===== config.mk =====
export PLATFORM = sky130hd
export DESIGN_NAME = cache_way_allocator
export DESIGN_NICKNAME = d
export VERILOG_FILES = /design/src/rtl/cache_pkg.sv /design/src/rtl/cache_way_allocator_pick.sv /design/src/rtl/cache_way_allocator.sv
export SDC_FILE = /design/constraint.sdc
export NUM_CORES = 1
export LEC_CHECK = 0
export CAP_MARGIN = 20
export CORE_UTILIZATION = 37
export CTS_CLUSTER_SIZE = 30
export DETAILED_ROUTE_END_ITERATION = 10
export GPL_TIMING_DRIVEN = 0
export HOLD_SLACK_MARGIN = 0.12
export PLACE_DENSITY = 0.5
export SETUP_SLACK_MARGIN = 0.02
export SYNTH_ARGS = -nofsm -noshare
export SYNTH_HDL_FRONTEND = slang
export SYNTH_SLANG_ARGS = --single-unit
export TNS_END_PERCENT = 20

===== constraint.sdc =====
create_clock -name clk_i -period 5.7 [get_ports clk_i]
set_input_delay 0.57 -clock clk_i [delete_from_list [all_inputs] [get_ports clk_i]]
set_output_delay 0.57 -clock clk_i [all_outputs]
set_load 0.02 [all_outputs]

===== src/rtl/cache_pkg.sv =====
// Shared definitions for the cache way allocator: default geometry,
// allocator state encoding and the per-set age array type.
package cache_pkg;

  localparam int WAYS  = 4;
  localparam int SETS  = 8;
  localparam int IDX_W = $clog2(SETS);
  localparam int AGE_W = $clog2(WAYS);

  typedef enum logic [1:0] {
    IDLE,
    SELECT,
    OFFER
  } alloc_state_e;

  // LRU ages of one set: 0 = most recent, WAYS-1 = least recent
  typedef logic [AGE_W-1:0] set_ages_t [WAYS];

endpackage


===== src/rtl/cache_way_allocator_pick.sv =====
// Lowest-set-bit priority picker: turns any request vector into a one-hot
// grant of its lowest set bit, plus a flag saying whether any bit was set.
module onehot_lsb_pick #(
  parameter int N = 4
) (
  input  logic [N-1:0] req_i,
  output logic [N-1:0] gnt_o,
  output logic         any_o
);

  // Two's-complement trick isolates the lowest set bit
  assign gnt_o = req_i & (~req_i + N'(1));
  assign any_o = |req_i;

endmodule


===== src/rtl/cache_way_allocator.sv =====
// Per-set victim-way allocator. Tracks per-way valid bits and true-LRU ages,
// picks a victim on a miss and offers it over a valid/ready handshake.
// Optional hit/miss/evict statistics counters: define CACHE_ALLOC_STATS_EN.
module cache_way_allocator #(
  parameter int WAYS  = cache_pkg::WAYS,
  parameter int SETS  = cache_pkg::SETS,
  parameter int IDX_W = $clog2(SETS),
  parameter int AGE_W = $clog2(WAYS)
) (
  input  logic             clk_i,
  input  logic             rst_i,
  input  logic             acc_valid_i,
  input  logic [IDX_W-1:0] acc_index_i,
  input  logic             acc_hit_i,
  input  logic [WAYS-1:0]  acc_way_i,
  input  logic             inv_valid_i,
  input  logic [IDX_W-1:0] inv_index_i,
  input  logic [WAYS-1:0]  inv_way_i,
  output logic             alloc_valid_o,
  input  logic             alloc_ready_i,
  output logic [WAYS-1:0]  alloc_way_o,
  output logic [IDX_W-1:0] alloc_index_o,
  output logic             busy_o
`ifdef CACHE_ALLOC_STATS_EN
  ,
  output logic [31:0]      hit_cnt_o,
  output logic [31:0]      miss_cnt_o,
  output logic [31:0]      evict_cnt_o
`endif
);

  import cache_pkg::*;

  alloc_state_e     state_q, state_d;
  logic [IDX_W-1:0] idx_q, idx_d;
  logic [IDX_W-1:0] alloc_index_q, alloc_index_d;
  logic [WAYS-1:0]  alloc_way_q, alloc_way_d;

  logic [WAYS-1:0]  valid_q [SETS];
  logic [WAYS-1:0]  valid_d [SETS];
  logic [AGE_W-1:0] age_q [SETS][WAYS];
  logic [AGE_W-1:0] age_new [WAYS];

  logic [WAYS-1:0]  hit_oh, sel_valid, inv_pick, lru_oh, upd_oh;
  logic             hit_any, inv_any;
  logic             hit_acc, miss_acc, handshake, upd_en;
  logic [IDX_W-1:0] upd_set;
  logic [AGE_W-1:0] upd_age;

  onehot_lsb_pick #(.N(WAYS)) u_hit_pick (
    .req_i (acc_way_i),
    .gnt_o (hit_oh),
    .any_o (hit_any)
  );

  onehot_lsb_pick #(.N(WAYS)) u_inv_pick (
    .req_i (~sel_valid),
    .gnt_o (inv_pick),
    .any_o (inv_any)
  );

  assign hit_acc   = (state_q == IDLE) && acc_valid_i && acc_hit_i;
  assign miss_acc  = (state_q == IDLE) && acc_valid_i && !acc_hit_i;
  assign handshake = (state_q == OFFER) && alloc_ready_i;

  // Hits and fills share one age-update path; they never coincide
  assign upd_en  = (hit_acc && hit_any) || handshake;
  assign upd_set = handshake ? alloc_index_q : acc_index_i;
  assign upd_oh  = handshake ? alloc_way_q : hit_oh;

  // Victim candidates for the latched set; a same-cycle invalidate is visible
  always_comb begin
    sel_valid = valid_q[idx_q];
    if (inv_valid_i && (inv_index_i == idx_q)) begin
      sel_valid = sel_valid & ~inv_way_i;
    end
    lru_oh = '0;
    for (int w = 0; w < WAYS; w++) begin
      if (age_q[idx_q][w] == AGE_W'(WAYS - 1)) begin
        lru_oh[w] = 1'b1;
      end
    end
  end

  // Move the touched way to age 0 and age every younger way by one
  always_comb begin
    upd_age = '0;
    for (int w = 0; w < WAYS; w++) begin
      if (upd_oh[w]) begin
        upd_age = age_q[upd_set][w];
      end
    end
    for (int w = 0; w < WAYS; w++) begin
      age_new[w] = age_q[upd_set][w];
      if (upd_oh[w]) begin
        age_new[w] = '0;
      end else if (age_q[upd_set][w] < upd_age) begin
        age_new[w] = age_q[upd_set][w] + AGE_W'(1);
      end
    end
  end

  // Valid bits: invalidate first, then a fill on the same way takes priority
  always_comb begin
    for (int s = 0; s < SETS; s++) begin
      valid_d[s] = valid_q[s];
    end
    if (inv_valid_i) begin
      valid_d[inv_index_i] = valid_d[inv_index_i] & ~inv_way_i;
    end
    if (handshake) begin
      valid_d[alloc_index_q] = valid_d[alloc_index_q] | alloc_way_q;
    end
  end

  // Allocator FSM next state and registered victim offer
  always_comb begin
    state_d       = state_q;
    idx_d         = idx_q;
    alloc_way_d   = alloc_way_q;
    alloc_index_d = alloc_index_q;
    case (state_q)
      IDLE: begin
        if (miss_acc) begin
          state_d = SELECT;
          idx_d   = acc_index_i;
        end
      end
      SELECT: begin
        alloc_way_d   = inv_any ? inv_pick : lru_oh;
        alloc_index_d = idx_q;
        state_d       = OFFER;
      end
      OFFER: begin
        if (alloc_ready_i) begin
          state_d = IDLE;
        end
      end
      default: state_d = IDLE;
    endcase
  end

  // FSM and offer registers
  always_ff @(posedge clk_i) begin
    if (rst_i) begin
      state_q       <= IDLE;
      idx_q         <= '0;
      alloc_way_q   <= '0;
      alloc_index_q <= '0;
    end else begin
      state_q       <= state_d;
      idx_q         <= idx_d;
      alloc_way_q   <= alloc_way_d;
      alloc_index_q <= alloc_index_d;
    end
  end

  // Per-set valid bits and LRU ages; reset gives way i age i
  always_ff @(posedge clk_i) begin
    if (rst_i) begin
      for (int s = 0; s < SETS; s++) begin
        valid_q[s] <= '0;
        for (int w = 0; w < WAYS; w++) begin
          age_q[s][w] <= AGE_W'(w);
        end
      end
    end else begin
      for (int s = 0; s < SETS; s++) begin
        valid_q[s] <= valid_d[s];
      end
      if (upd_en) begin
        for (int w = 0; w < WAYS; w++) begin
          age_q[upd_set][w] <= age_new[w];
        end
      end
    end
  end

  assign alloc_valid_o = (state_q == OFFER);
  assign alloc_way_o   = alloc_way_q;
  assign alloc_index_o = alloc_index_q;
  assign busy_o        = (state_q != IDLE);

`ifdef CACHE_ALLOC_STATS_EN
  logic [31:0] hit_cnt_q, miss_cnt_q, evict_cnt_q;
  logic        victim_was_valid;

  assign victim_was_valid = |(valid_q[alloc_index_q] & alloc_way_q);

  // Free-running wrap-around statistics counters
  always_ff @(posedge clk_i) begin
    if (rst_i) begin
      hit_cnt_q   <= '0;
      miss_cnt_q  <= '0;
      evict_cnt_q <= '0;
    end else begin
      if (hit_acc)                      hit_cnt_q   <= hit_cnt_q + 32'd1;
      if (miss_acc)                     miss_cnt_q  <= miss_cnt_q + 32'd1;
      if (handshake && victim_was_valid) evict_cnt_q <= evict_cnt_q + 32'd1;
    end
  end

  assign hit_cnt_o   = hit_cnt_q;
  assign miss_cnt_o  = miss_cnt_q;
  assign evict_cnt_o = evict_cnt_q;
`endif

endmodule

## Yosys cells after proc, flatten, opt, wreduce, memory -nomap -nowiden

Memory sizes are Yosys's and may differ from the RTL's. A register that Yosys moved wholly into a read port is not among the register bits.
Index checks and enable logic that the tools add are counted.

| word-level totals | value |
|---|---|
| memories | 2 |
| bits in writable memories | 96 |
| logic and storage cells | 123 |
| input port bits | 20 |
| register bits after elaboration | 12 |

Memories:

| name | words | width | read ports | clocked after Yosys merged registers in | write ports | line | source |
|---|---|---|---|---|---|---|---|
| age_q | 8 | 8 | 2 | 1 | 8 | cache_way_allocator.sv:41 | `logic [AGE_W-1:0] age_q [SETS][WAYS];` |
| valid_q | 8 | 4 | 9 | 1 | 8 | cache_way_allocator.sv:39 | `logic [WAYS-1:0] valid_q [SETS];` |

| operators by class | value |
|---|---|
| magnitude comparators | 8 |
| equality and inequality tests | 9 |
| reductions and logical operators | 17 |
| add/subtract/negate cells | 6 |
| mux-type cells | 58 |
| bitwise gates (word level) | 19 |

Operator list:

| operator | count |
|---|---|
| $mux 4 | 17 |
| $bwmux 32 | 2 |
| $mux 32 | 2 |
| $mux 2 | 14 |
| $bmux 4 s3 | 2 |
| $demux 4 s3 | 2 |
| $mux 3 | 6 |
| $and 4x4->4 | 4 |
| $not 4->4 | 4 |
| $mux 1 | 11 |
| $eq 2x2->1 const B | 5 |
| $add 2x1->2 const B | 4 |
| $add 4x1->4 const B | 2 |
| $ge 4x4->1 const B | 2 |
| $logic_and 1x1->1 | 8 |
| $lt 2x2->1 | 4 |
| $lt 4x1->1 const B | 2 |
| $mux 8 | 1 |
| $not 3->4 | 2 |
| $or 1x1->1 | 8 |
| $reduce_or 4->1 | 2 |
| $reduce_or 8->1 | 1 |
| $pmux 2 s3 | 1 |
| $or 4x4->4 | 1 |
| 9 further kinds | 10 |

## Longest topological paths before layout

| logic depth | value |
|---|---|
| depth after elaboration | 14 |
| gate-level depth with buffers | 16 |
| mapped depth without buffers | 14 |

## Hierarchy

A second synthesis with hierarchy kept.

| second synthesis, totals | value |
|---|---|
| cells, all modules | 781 |
| area total of the unflattened synthesis | 7111.8 sq um |

By module, submodules not included:

| module | area an instance (sq um) | cells an instance | times used |
|---|---|---|---|
| cache_way_allocator | 7031.7 | 771 | 1 |
| onehot_lsb_pick | 40.0 | 5 | 2 |

## Least setup slack after synthesis

OpenSTA, ideal clock, no wires.

| path | value |
|---|---|
| path kind | input port to flip-flop |
| start | in alloc_ready_i |
| end | mem age_q[0][4] (netlist bit), data pin |
| required time | 5430 ps |
| library setup time | 270 ps |
| arrival | 3177 ps |
| path slack | 2254 ps |
| cell stages on the path | 14 |
| cells stage by stage | and3b_1 buf_2 mux2_2 and2_1 a211oi_1 nor4_4 a2bb2oi_1 mux2i_1 mux2i_1 ha_1 nor3b_1 nor2_1 o21ai_1 nand2_1 |

RTL lines:

| what | line | source |
|---|---|---|
| start, declared | cache_way_allocator.sv:20 | `input logic alloc_ready_i,` |
| end, declared | cache_way_allocator.sv:41 |  |

==> reports/metrics.cfg <==
[job]
max_cap_viol_count=0

[cts]
clock-root-buffer=clkbuf_16
insertion_delay_ns=0.37
ctsResizeCount=0
cts_buffers=9
postCtsSetupRepairBufs=0
htreeDepth=3
cts_hold_buffers=0
cts_tree=built
cts_max_path_buffers=2
clk_pin_slew_ns=0.08
clkSinkCount=111

[min_path]
hold_depth=2
min-delay-path-class=register to register

[synth]
yosysWarnings=0
synth-edff-count=64
seq_area_frac_synth_pct=39.6
synth_seq_cells=111
syn_avg_cell_area_sq_um=9.54
syn_nets=782
yosys.area.top_type=edfxtp_1
async_flop_share_pct=0
synth.cell_area_sq_mm=0.00723
synth_top_cell_area_share_pct=26.6
syn_inst=758
synthTopCellsByArea=edfxtp_1, dfxtp_1, mux4_2
yosysUniqueCellTypes=84
synthMostInstantiatedCell=nand2_1
synthFlopType=edfxtp_1
ys_top_cells_by_count=nand2_1, nor2_1, edfxtp_1

[power_and_ir_drop]
p_per_area_mw_per_mm2=224
p_comb_share_pct=16.8
total_power_mw=1.82
p_leak_nw=2.61
clockPowerShare_pct=34.9
swShare_pct=30.3
ir_worst_vdd_uv=181
p_switching_mw=0.550
p_int_mw=1.26
pwr-share-seq_pct=48.3

[timing]
fin_setup_tns_ns=0
min_period_over_period_pct=82.6
setup_violations=0
fin_crit_ns=4.71
finalHoldViolations=0
worst_clock_skew_ns=0.0103
rsz0062_at_grt=false
maxSlewViolCount=0
whs_ns=0.565
tightest_slew_ns=1.19
fmax_mhz=212
relSlewSlack_pct=20.0

[detailed_routing]
wl_per_cell_um=25.3
postRouteAntennaNets=0
vias=6420
wirelength_mm=26.8
drc_errors=0
first_pass_iters=6
drt_iter0_drc=510
vias_per_cell=6.06

[global_routing]
grt_max_degree=20
track_usage_pct=27.3
antenna_found_initial=0
grt_pass1_wl_mm=40.2
grt_pass1_vias=6330
grt-ovfl-total=0

[setup_path]
slowest_stage=mux2i_1
crit_fanout=10
r2r_cells=13
end_kind=register
critPathLaunchType=primary input
crit_type=primary input to register
slowest_delay_ns=0.62
cp_common_cell=mux2i_1
required_ns=5.78
cp.arrival_ns=4.79
crit_chain=clkdlybuf4s50_1 > and3b_1 > buf_2 > buf_4 > mux2i_1 > o22ai_1 > o21ai_0 > nand2_1 > a2bb2oi_1 > mux2i_1 > mux2i_1 > ha_1 > nor3b_1 > nor2_1 > o21ai_1 > nand2_1

[finish]
areaGrowthSynthToFinish_pct=12.0
diodes=0
layout-drive-gt1-share_pct=13.6
layout.nets=820
nFillCells=1855

[placed_design]
gp_congestion=0.969
place_hpwl_mm=20.6
io_buffer_count=25

[floorplanning]
ios=29
die_h_um=142
rows=50
start_util_pct=38.1
die_x_um=142
core_area_sq_mm=0.0190
die_area_sq_mm=0.0201

[outcome]
status=finished, final reports clean

## routing by layer
| layer | routed length [um] | track usage, % | up-vias |
|---|---|---|---|
| li1 | - | - | 2935 |
| met3 | 1360 | 3.24 | 56 |
| met2 | 13700 | 48.8 | 268 |
| met4 | 986 | 11.2 | 0 |
| met1 | 10800 | 33.1 | 3161 |
| met5 | 0 | 0 | - |
## layout by cell type, fill, tap and decap left out, drive strengths merged, types with 5 or more instances in the layout
master         netlist  final
a211oi              37     37
a21o                 5      5
a21oi               25     25
a22oi                5      5
buf                 27     29
clkbuf              21     30
clkdlybuf4s50        0     25
dfxtp               47     47
edfxtp              64     64
inv                 11     14
mux2                10     10
mux2i               35     35
mux4                20     20
nand2               93     93
nand2b              28     28
nand3               27     27
nor2                89     89
nor2b               15     15
nor3                27     27
nor3b                6      6
nor4                 9      9
o211ai              13     13
o21ai               33     33
o22ai               14     14
or2                  6      6
or3                  7      7
xnor2                8      8
## power groups by stage
stage               Combinational, mW  Clock (mW)  Sequential [mW]
global route                    0.325       0.665            0.878
CTS                             0.302       0.636            0.876
floorplan                       0.193           0            0.888
finish                          0.306       0.633            0.876
detailed placement              0.301           0            0.894
global placement                0.300           0            0.894
## layout make-up
| cell class | instances | area, sq um | share of cell area (%) |
|---|---|---|---|
| Sequential cell | 111 | 2860 | 35.3 |
| Inverter | 11 | 41.3 | 0.510 |
| Clock inverter | 6 | 55.1 | 0.680 |
| Clock buffer | 9 | 225 | 2.78 |
| Timing Repair Buffer | 27 | 263 | 3.24 |
| Multi-Input combinational cell | 588 | 4070 | 50.3 |
| Buffer | 48 | 253 | 3.12 |
| Tap cell | 260 | 325 | 4.02 |
## worst max-delay path, delay by kind of cell
kind	cells	cell delay, ns
mux	3	0.98
buf+inv	3	0.95
compound gates	4	1.00
fa+ha+maj	1	0.36
simple gates	5	0.91
## worst paths after layout
kind	from	to	slack [ns]
hold / removal	idx_q[1]	alloc_index_o[1]	0.57
setup / recovery	alloc_ready_i	age_q[3][4]	0.99
setup reg to reg	state_q[0]	age_q[3][4]	1.31
hold reg to reg	idx_q[1]	alloc_index_o[1]	0.57
## cells by family after synthesis
kind of cell / Yosys count / share of synthesized area, %
AOI/OAI and AO/OA: 176 / 18.1
xor gates and xnor gates: 9 / 1.09
adders and majority gates: 4 / 0.692
buffers and inverters: 59 / 4.07
DFF: 111 / 39.6
muxes: 65 / 12.7
and+or+nand+nor: 334 / 23.8
## per-stage QoR
stage	worst slack (ns)	cells	utilization, %	instance area, sq um
after global routing	0.753	1060	42.7	8100
after floorplan	2.25	758	-	7230
after global placement	0.745	1043	41.2	7810
final	0.992	1060	42.7	8100
after CTS	1.06	1060	42.7	8100
after detailed placement	0.700	1045	41.2	7820
## registers in the layout, indices dropped and copies added, names as in the netlist, named ones only
register and flops:
alloc_index_o 3, age_q 64, valid_q 32, state_q 2
idx_q 3, alloc_way_o 4
Power figures use the tool's default switching activity.
